**src/rtl/lcd_bus_receiver.sv**
```systemverilog
// Panel-side decoder for an 8080-style parallel LCD bus.
// Decodes DBI window/memory-write commands and emits addressed pixels.
module lcd_bus_receiver #(
    parameter int Width           = 32,
    parameter int Height          = 16,
    parameter int CoordinateWidth = 9,
    parameter int DataWidth       = 18,
    parameter int PixelWidth      = 16
) (
    input  logic                       clock,
    input  logic                       reset,
    input  logic [DataWidth-1:0]       lcd_db,
    input  logic                       lcd_wr,
    input  logic                       lcd_rd,
    input  logic                       lcd_rs,
    input  logic                       lcd_cs,
    input  logic                       lcd_rst,
    output logic [CoordinateWidth-1:0] out_x,
    output logic [CoordinateWidth-1:0] out_y,
    output logic [PixelWidth-1:0]      out_p,
    output logic                       out_valid,
    output logic [7:0]                 cmd,
    output logic                       cmd_valid,
    output logic                       frame_done,
    output logic                       window_error
);
    localparam int CW = CoordinateWidth;
    localparam logic [CW-1:0] EcRst = CW'(Width - 1);
    localparam logic [CW-1:0] EpRst = CW'(Height - 1);

    typedef enum logic [1:0] {IDLE, CASET, PASET, RAMWR} state_t;

    state_t          state_q, state_d;
    logic            wr_prev;
    logic [1:0]      pidx_q, pidx_d;
    logic [7:0]      s_hi_q, s_hi_d, s_lo_q, s_lo_d, e_hi_q, e_hi_d;
    logic [CW-1:0]   sc_q, sc_d, ec_q, ec_d, sp_q, sp_d, ep_q, ep_d;
    logic [CW-1:0]   x_q, x_d, y_q, y_d;
    logic [CW-1:0]   out_x_d, out_y_d;
    logic [PixelWidth-1:0] out_p_d;
    logic [7:0]      cmd_d;
    logic            out_valid_d, cmd_valid_d, frame_done_d, window_error_d;
    logic            ev, rst;
    logic [15:0]     start16, end16, limit16;
    logic            win_ok;
    logic            unused;

    assign unused = ^{lcd_rd, lcd_db[DataWidth-1:PixelWidth]};
    assign ev     = lcd_wr && !wr_prev && !lcd_cs;
    assign rst    = reset || !lcd_rst;

    // Window candidate: last parameter byte comes straight off the bus
    assign start16 = {s_hi_q, s_lo_q};
    assign end16   = {e_hi_q, lcd_db[7:0]};
    assign limit16 = (state_q == CASET) ? 16'(Width) : 16'(Height);
    assign win_ok  = (start16 <= end16) && (end16 < limit16);

    always_comb begin
        state_d        = state_q;
        pidx_d         = pidx_q;
        s_hi_d         = s_hi_q;
        s_lo_d         = s_lo_q;
        e_hi_d         = e_hi_q;
        sc_d           = sc_q;
        ec_d           = ec_q;
        sp_d           = sp_q;
        ep_d           = ep_q;
        x_d            = x_q;
        y_d            = y_q;
        out_x_d        = out_x;
        out_y_d        = out_y;
        out_p_d        = out_p;
        cmd_d          = cmd;
        out_valid_d    = 1'b0;
        cmd_valid_d    = 1'b0;
        frame_done_d   = 1'b0;
        window_error_d = 1'b0;
        if (ev && !lcd_rs) begin
            cmd_d       = lcd_db[7:0];
            cmd_valid_d = 1'b1;
            pidx_d      = 2'd0;
            state_d     = IDLE;
            case (lcd_db[7:0])
                8'h2A: state_d = CASET;
                8'h2B: state_d = PASET;
                8'h2C: begin
                    state_d = RAMWR;
                    x_d     = sc_q;
                    y_d     = sp_q;
                end
                8'h3C: state_d = RAMWR;
                8'h01: begin
                    sc_d = '0;
                    ec_d = EcRst;
                    sp_d = '0;
                    ep_d = EpRst;
                    x_d  = '0;
                    y_d  = '0;
                end
                default: ;
            endcase
        end else if (ev) begin
            unique case (state_q)
                CASET, PASET: begin
                    pidx_d = pidx_q + 2'd1;
                    unique case (pidx_q)
                        2'd0: s_hi_d = lcd_db[7:0];
                        2'd1: s_lo_d = lcd_db[7:0];
                        2'd2: e_hi_d = lcd_db[7:0];
                        2'd3: begin
                            state_d = IDLE;
                            if (!win_ok) begin
                                window_error_d = 1'b1;
                            end else if (state_q == CASET) begin
                                sc_d = start16[CW-1:0];
                                ec_d = end16[CW-1:0];
                            end else begin
                                sp_d = start16[CW-1:0];
                                ep_d = end16[CW-1:0];
                            end
                        end
                    endcase
                end
                RAMWR: begin
                    out_x_d      = x_q;
                    out_y_d      = y_q;
                    out_p_d      = lcd_db[PixelWidth-1:0];
                    out_valid_d  = 1'b1;
                    frame_done_d = (x_q == ec_q) && (y_q == ep_q);
                    if (x_q == ec_q) begin
                        x_d = sc_q;
                        y_d = (y_q == ep_q) ? sp_q : y_q + CW'(1);
                    end else begin
                        x_d = x_q + CW'(1);
                    end
                end
                default: ;
            endcase
        end
    end

    // Edge tracking keeps running through panel reset so a held strobe
    // does not look like a fresh edge afterwards
    always_ff @(posedge clock) begin
        wr_prev <= reset ? 1'b1 : lcd_wr;
    end

    always_ff @(posedge clock) begin
        if (rst) begin
            state_q      <= IDLE;
            pidx_q       <= 2'd0;
            s_hi_q       <= '0;
            s_lo_q       <= '0;
            e_hi_q       <= '0;
            sc_q         <= '0;
            ec_q         <= EcRst;
            sp_q         <= '0;
            ep_q         <= EpRst;
            x_q          <= '0;
            y_q          <= '0;
            out_x        <= '0;
            out_y        <= '0;
            out_p        <= '0;
            cmd          <= '0;
            out_valid    <= 1'b0;
            cmd_valid    <= 1'b0;
            frame_done   <= 1'b0;
            window_error <= 1'b0;
        end else begin
            state_q      <= state_d;
            pidx_q       <= pidx_d;
            s_hi_q       <= s_hi_d;
            s_lo_q       <= s_lo_d;
            e_hi_q       <= e_hi_d;
            sc_q         <= sc_d;
            ec_q         <= ec_d;
            sp_q         <= sp_d;
            ep_q         <= ep_d;
            x_q          <= x_d;
            y_q          <= y_d;
            out_x        <= out_x_d;
            out_y        <= out_y_d;
            out_p        <= out_p_d;
            cmd          <= cmd_d;
            out_valid    <= out_valid_d;
            cmd_valid    <= cmd_valid_d;
            frame_done   <= frame_done_d;
            window_error <= window_error_d;
        end
    end
endmodule
```
**config.mk**
```make
export PLATFORM = sky130hd
export DESIGN_NAME = lcd_bus_receiver
export DESIGN_NICKNAME = d
export VERILOG_FILES = /design/src/rtl/lcd_bus_receiver.sv
export SDC_FILE = /design/constraint.sdc
export NUM_CORES = 1
export LEC_CHECK = 0
export ABC_CLOCK_PERIOD_IN_PS = 3150
export BUFFER_PORTS_ARGS = -buffer_cell sky130_fd_sc_hd__buf_4
export CAP_MARGIN = 10
export CORE_MARGIN = 5
export CORE_UTILIZATION = 45
export CTS_BUF_LIST = sky130_fd_sc_hd__clkbuf_2
export CTS_CLUSTER_DIAMETER = 40
export DETAILED_ROUTE_END_ITERATION = 12
export GPL_TIMING_DRIVEN = 0
export PLACE_DENSITY_LB_ADDON = 0.05
export SLEW_MARGIN = 20
export SYNTH_ARGS = -nofsm -noshare
export SYNTH_HDL_FRONTEND = slang
export SYNTH_SLANG_ARGS = --single-unit
```
**constraint.sdc**
```tcl
create_clock -name clock -period 3.15 [get_ports clock]
set_input_delay 0.315 -clock clock [delete_from_list [all_inputs] [get_ports clock]]
set_output_delay 0.315 -clock clock [all_outputs]
set_load 0.005 [all_outputs]
```
==> results.sh <==
export IMPL_dpl_cell_area_um2=6380
export IMPL_crit_top_cell="clkbuf_1"
export IMPL_die_width_um=123
export IMPL_synth_edf_count=0
export IMPL_crit_family="buffers and inverters"
export IMPL_gp_congestion=0.883
export IMPL_met1_length_um=7630
export IMPL_critPathBufInv=4
export IMPL_cp_start_kind="primary input"
export IMPL_clockBufferDepth=2
export IMPL_syn_num_nets=741
export IMPL_synth_area_leaders="dfxtp_1 (45%), nand2_1 (8.6%), a21oi_1 (8.2%), ha_1 (5.5%), nand3_1 (4.0%)"
export IMPL_overflow=0
export IMPL_critPathKind="primary input to register"
export IMPL_status="complete, no violations"
export IMPL_yosysMostFrequentCell="nand2_1"
export IMPL_wl_met2_um=7700
export IMPL_fmax_mhz=337
export IMPL_synthSimpleGateAreaFrac_pct=21.2
export IMPL_rsz0062_at_grt="false"
export IMPL_cts_tree="done"
export IMPL_power_density_nw_per_um2=392
export IMPL_ios=71
export IMPL_power_mw=2.62
export IMPL_core_area_um2=12500
export IMPL_synth_top_cell_by_area="dfxtp_1"
export IMPL_viasPerCell=5.39
export IMPL_drc=0
export IMPL_r2r_slack_ns=0.28
export IMPL_wl_met3_um=722
export IMPL_syn2layout_area_growth_pct=17.0
export IMPL_drv_cap=0
export IMPL_endpoint_kind="register"
export IMPL_die_area_um2=15000
export IMPL_hpwl_um=11800
export IMPL_synth_compound_area_share_pct=19.0
export IMPL_cp_data_required_time_ns=3.77
export IMPL_hold_viol=0
export IMPL_root_buffer="clkbuf_2"
export IMPL_cts_max_level=4
export IMPL_cts_num_sinks=129
export IMPL_muxShareOfSynthArea_pct=0
export IMPL_cts_buffers=17
export IMPL_slowest_delay_ns=0.52
export IMPL_ys_warn_count=0
export IMPL_syn_avg_cell_area_um2=8.26
export IMPL_synth_commonest_cells="nand2_1 (130), dfxtp_1 (129), a21oi_1 (93)"
export IMPL_ys_seq_area_share_pct=45.3
export IMPL_synth_xor_xnor_area_share_pct=3.68
export IMPL_top_layer="met4"
export IMPL_vias=5212
export IMPL_synth_seq_cells=129
export IMPL_slew_viol_final=0
export IMPL_routedWlPerCell_um=16.8
export IMPL_worstMarginPinSlew_ns=0.734
export IMPL_ir_drop_uv=309
export IMPL_slew_headroom_pct=50.8
export IMPL_synth_fa_ha_area_share_pct=5.48
export IMPL_syn_cell_area_um2=5710
export IMPL_row_count=41
export IMPL_setup_viol=0
export IMPL_drtAntennaViolNets=0
export IMPL_initial_core_util_pct=45.6
export IMPL_first_iter_violations=378
export IMPL_port_buffers=61
export IMPL_diodes=0
export IMPL_fin_worst_skew_ns=0.0178
export IMPL_clkLatencyLatePin_ns=0.68
export IMPL_drt_total_wl_um=16200
export IMPL_grt_pass1_vias=4959
export IMPL_drive_gt1_share_pct=13.1
export IMPL_netlist_instances=691
export IMPL_die_h_um=123
export IMPL_synth_distinct_cells=50
export IMPL_arrival_ns=3.59
export IMPL_track_usage_pct=22.2
export IMPL_path_cells="dlygate4sd3_1 -> clkbuf_1 -> inv_1 -> ha_1 -> nand2_1 -> o21ai_1 -> a221o_1 -> o31a_4 -> o31ai_4 -> nand4_1 -> clkbuf_1 -> o2bb2ai_1"
export IMPL_synth_top_family_by_area="simple AND/OR/NAND/NOR gates"
export IMPL_first_pass_iters=5
export IMPL_path_max_fanout=10
export IMPL_cts_setup_buffers=0
export IMPL_finalCriticalPeriod_ns=2.97
export IMPL_final_cell_area_um2=6680
export IMPL_fin_crit_sh_pct=94.3
export IMPL_async_flop_share_pct=0
export IMPL_synthFlopType="dfxtp_1"
export IMPL_grt_pass1_wl_um=25700
export IMPL_antenna_found_initial=0
export IMPL_cp_slowest_cell="dlygate4sd3_1"
export IMPL_clkTransAtPathRegs_ns=0.18
export IMPL_fin_nets=833
export IMPL_hold_path_class="primary input to register"
export IMPL_power_leakage_nw=2.52
export IMPL_grt_max_degree=17
export IMPL_synthDominantCellAreaShare_pct=45.3
==> final timing paths <==
| kind | startpoint | end | cells past startpoint |
|---|---|---|---|
| setup reg to reg | s_lo_q[7] | sp_q[8] | 9 |
| hold / removal | lcd_db[6] | cmd[6] | 3 |
| setup / recovery | lcd_db[7] | sp_q[8] | 12 |
| hold reg to reg | out_x[6] | out_x[6] | 2 |
==> layer usage <==
layer  vias up  GRT usage [%]
li1       2559              -
met1      2504           30.6
met2       134           35.3
met3        15           4.93
met4         0           5.81
met5         -              0
==> report_power, final <==
| group | switching (mW) | internal, mW |
|---|---|---|
| clock network | 0.581 | 0.268 |
| logic | 0.0863 | 0.0434 |
| registers | 0.00127 | 1.64 |
| total | 0.669 | 1.95 |
==> flip-flops by register name (all words and copies together), names as in the netlist, 2 cells and up <==
name / cells
out_p: 16
ec_q: 9
ep_q: 9
out_x: 9
out_y: 9
sc_q: 9
sp_q: 9
x_q: 9
y_q: 9
cmd: 8
e_hi_q: 8
s_hi_q: 8
s_lo_q: 8
pidx_q: 2
state_q: 2
==> area by class of cell <==
cell class,instances,area (µm²)
Multi-Input combinational cell,484,2830
Fill cell,1234,5840
Sequential cell,129,2580
Clock inverter,11,72.6
Buffer,44,176
Tap cell,172,215
Clock buffer,20,100
Inverter,34,128
Timing Repair Buffer,73,578
==> tightest hold or removal path, stage by stage <==
cell      delay, ns
clkbuf_1       0.22
nand2_1        0.12
a21oi_1        0.06
==> stage by stage <==
stage	TNS (ns)	setup WS [ns]	utilization, %	cells	hold WS [ns]
floorplan	0	0.471	-	691	0.419
global placement	-4.81	-0.235	51.0	924	0.443
detailed placement	-6.30	-0.319	51.0	924	0.448
CTS	0	0.223	53.3	967	0.0108
global route	0	0.0288	53.3	967	0.0130
finish	0	0.179	53.3	967	0.0662
==> what timing repair did <==
action,CTS,global route
endpoints found under the setup margin,0,4
hold buffers,12,0
hold endpoints to repair,13,0
gates resized for setup,0,1
==> placed cells by master (no fill, tap or decap), types with 10 or more instances in the layout <==
master,n
ha_1,25
clkbuf_1,39
clkbuf_2,20
xor2_1,20
o2bb2ai_1,11
inv_1,34
dfxtp_1,129
buf_4,61
a21oi_1,93
nor2_1,22
o21ai_0,35
a22o_1,10
nand3_1,46
nand2_1,130
dlygate4sd3_1,12
==> cell families after synthesis <==
| kind of cell | Yosys count |
|---|---|
| compound gates | 179 |
| xor+xnor | 24 |
| fa+ha+maj | 25 |
| buf+inv | 78 |
| flops | 129 |
| simple gates | 256 |
Note: power is estimated with default switching activity, not from simulation.
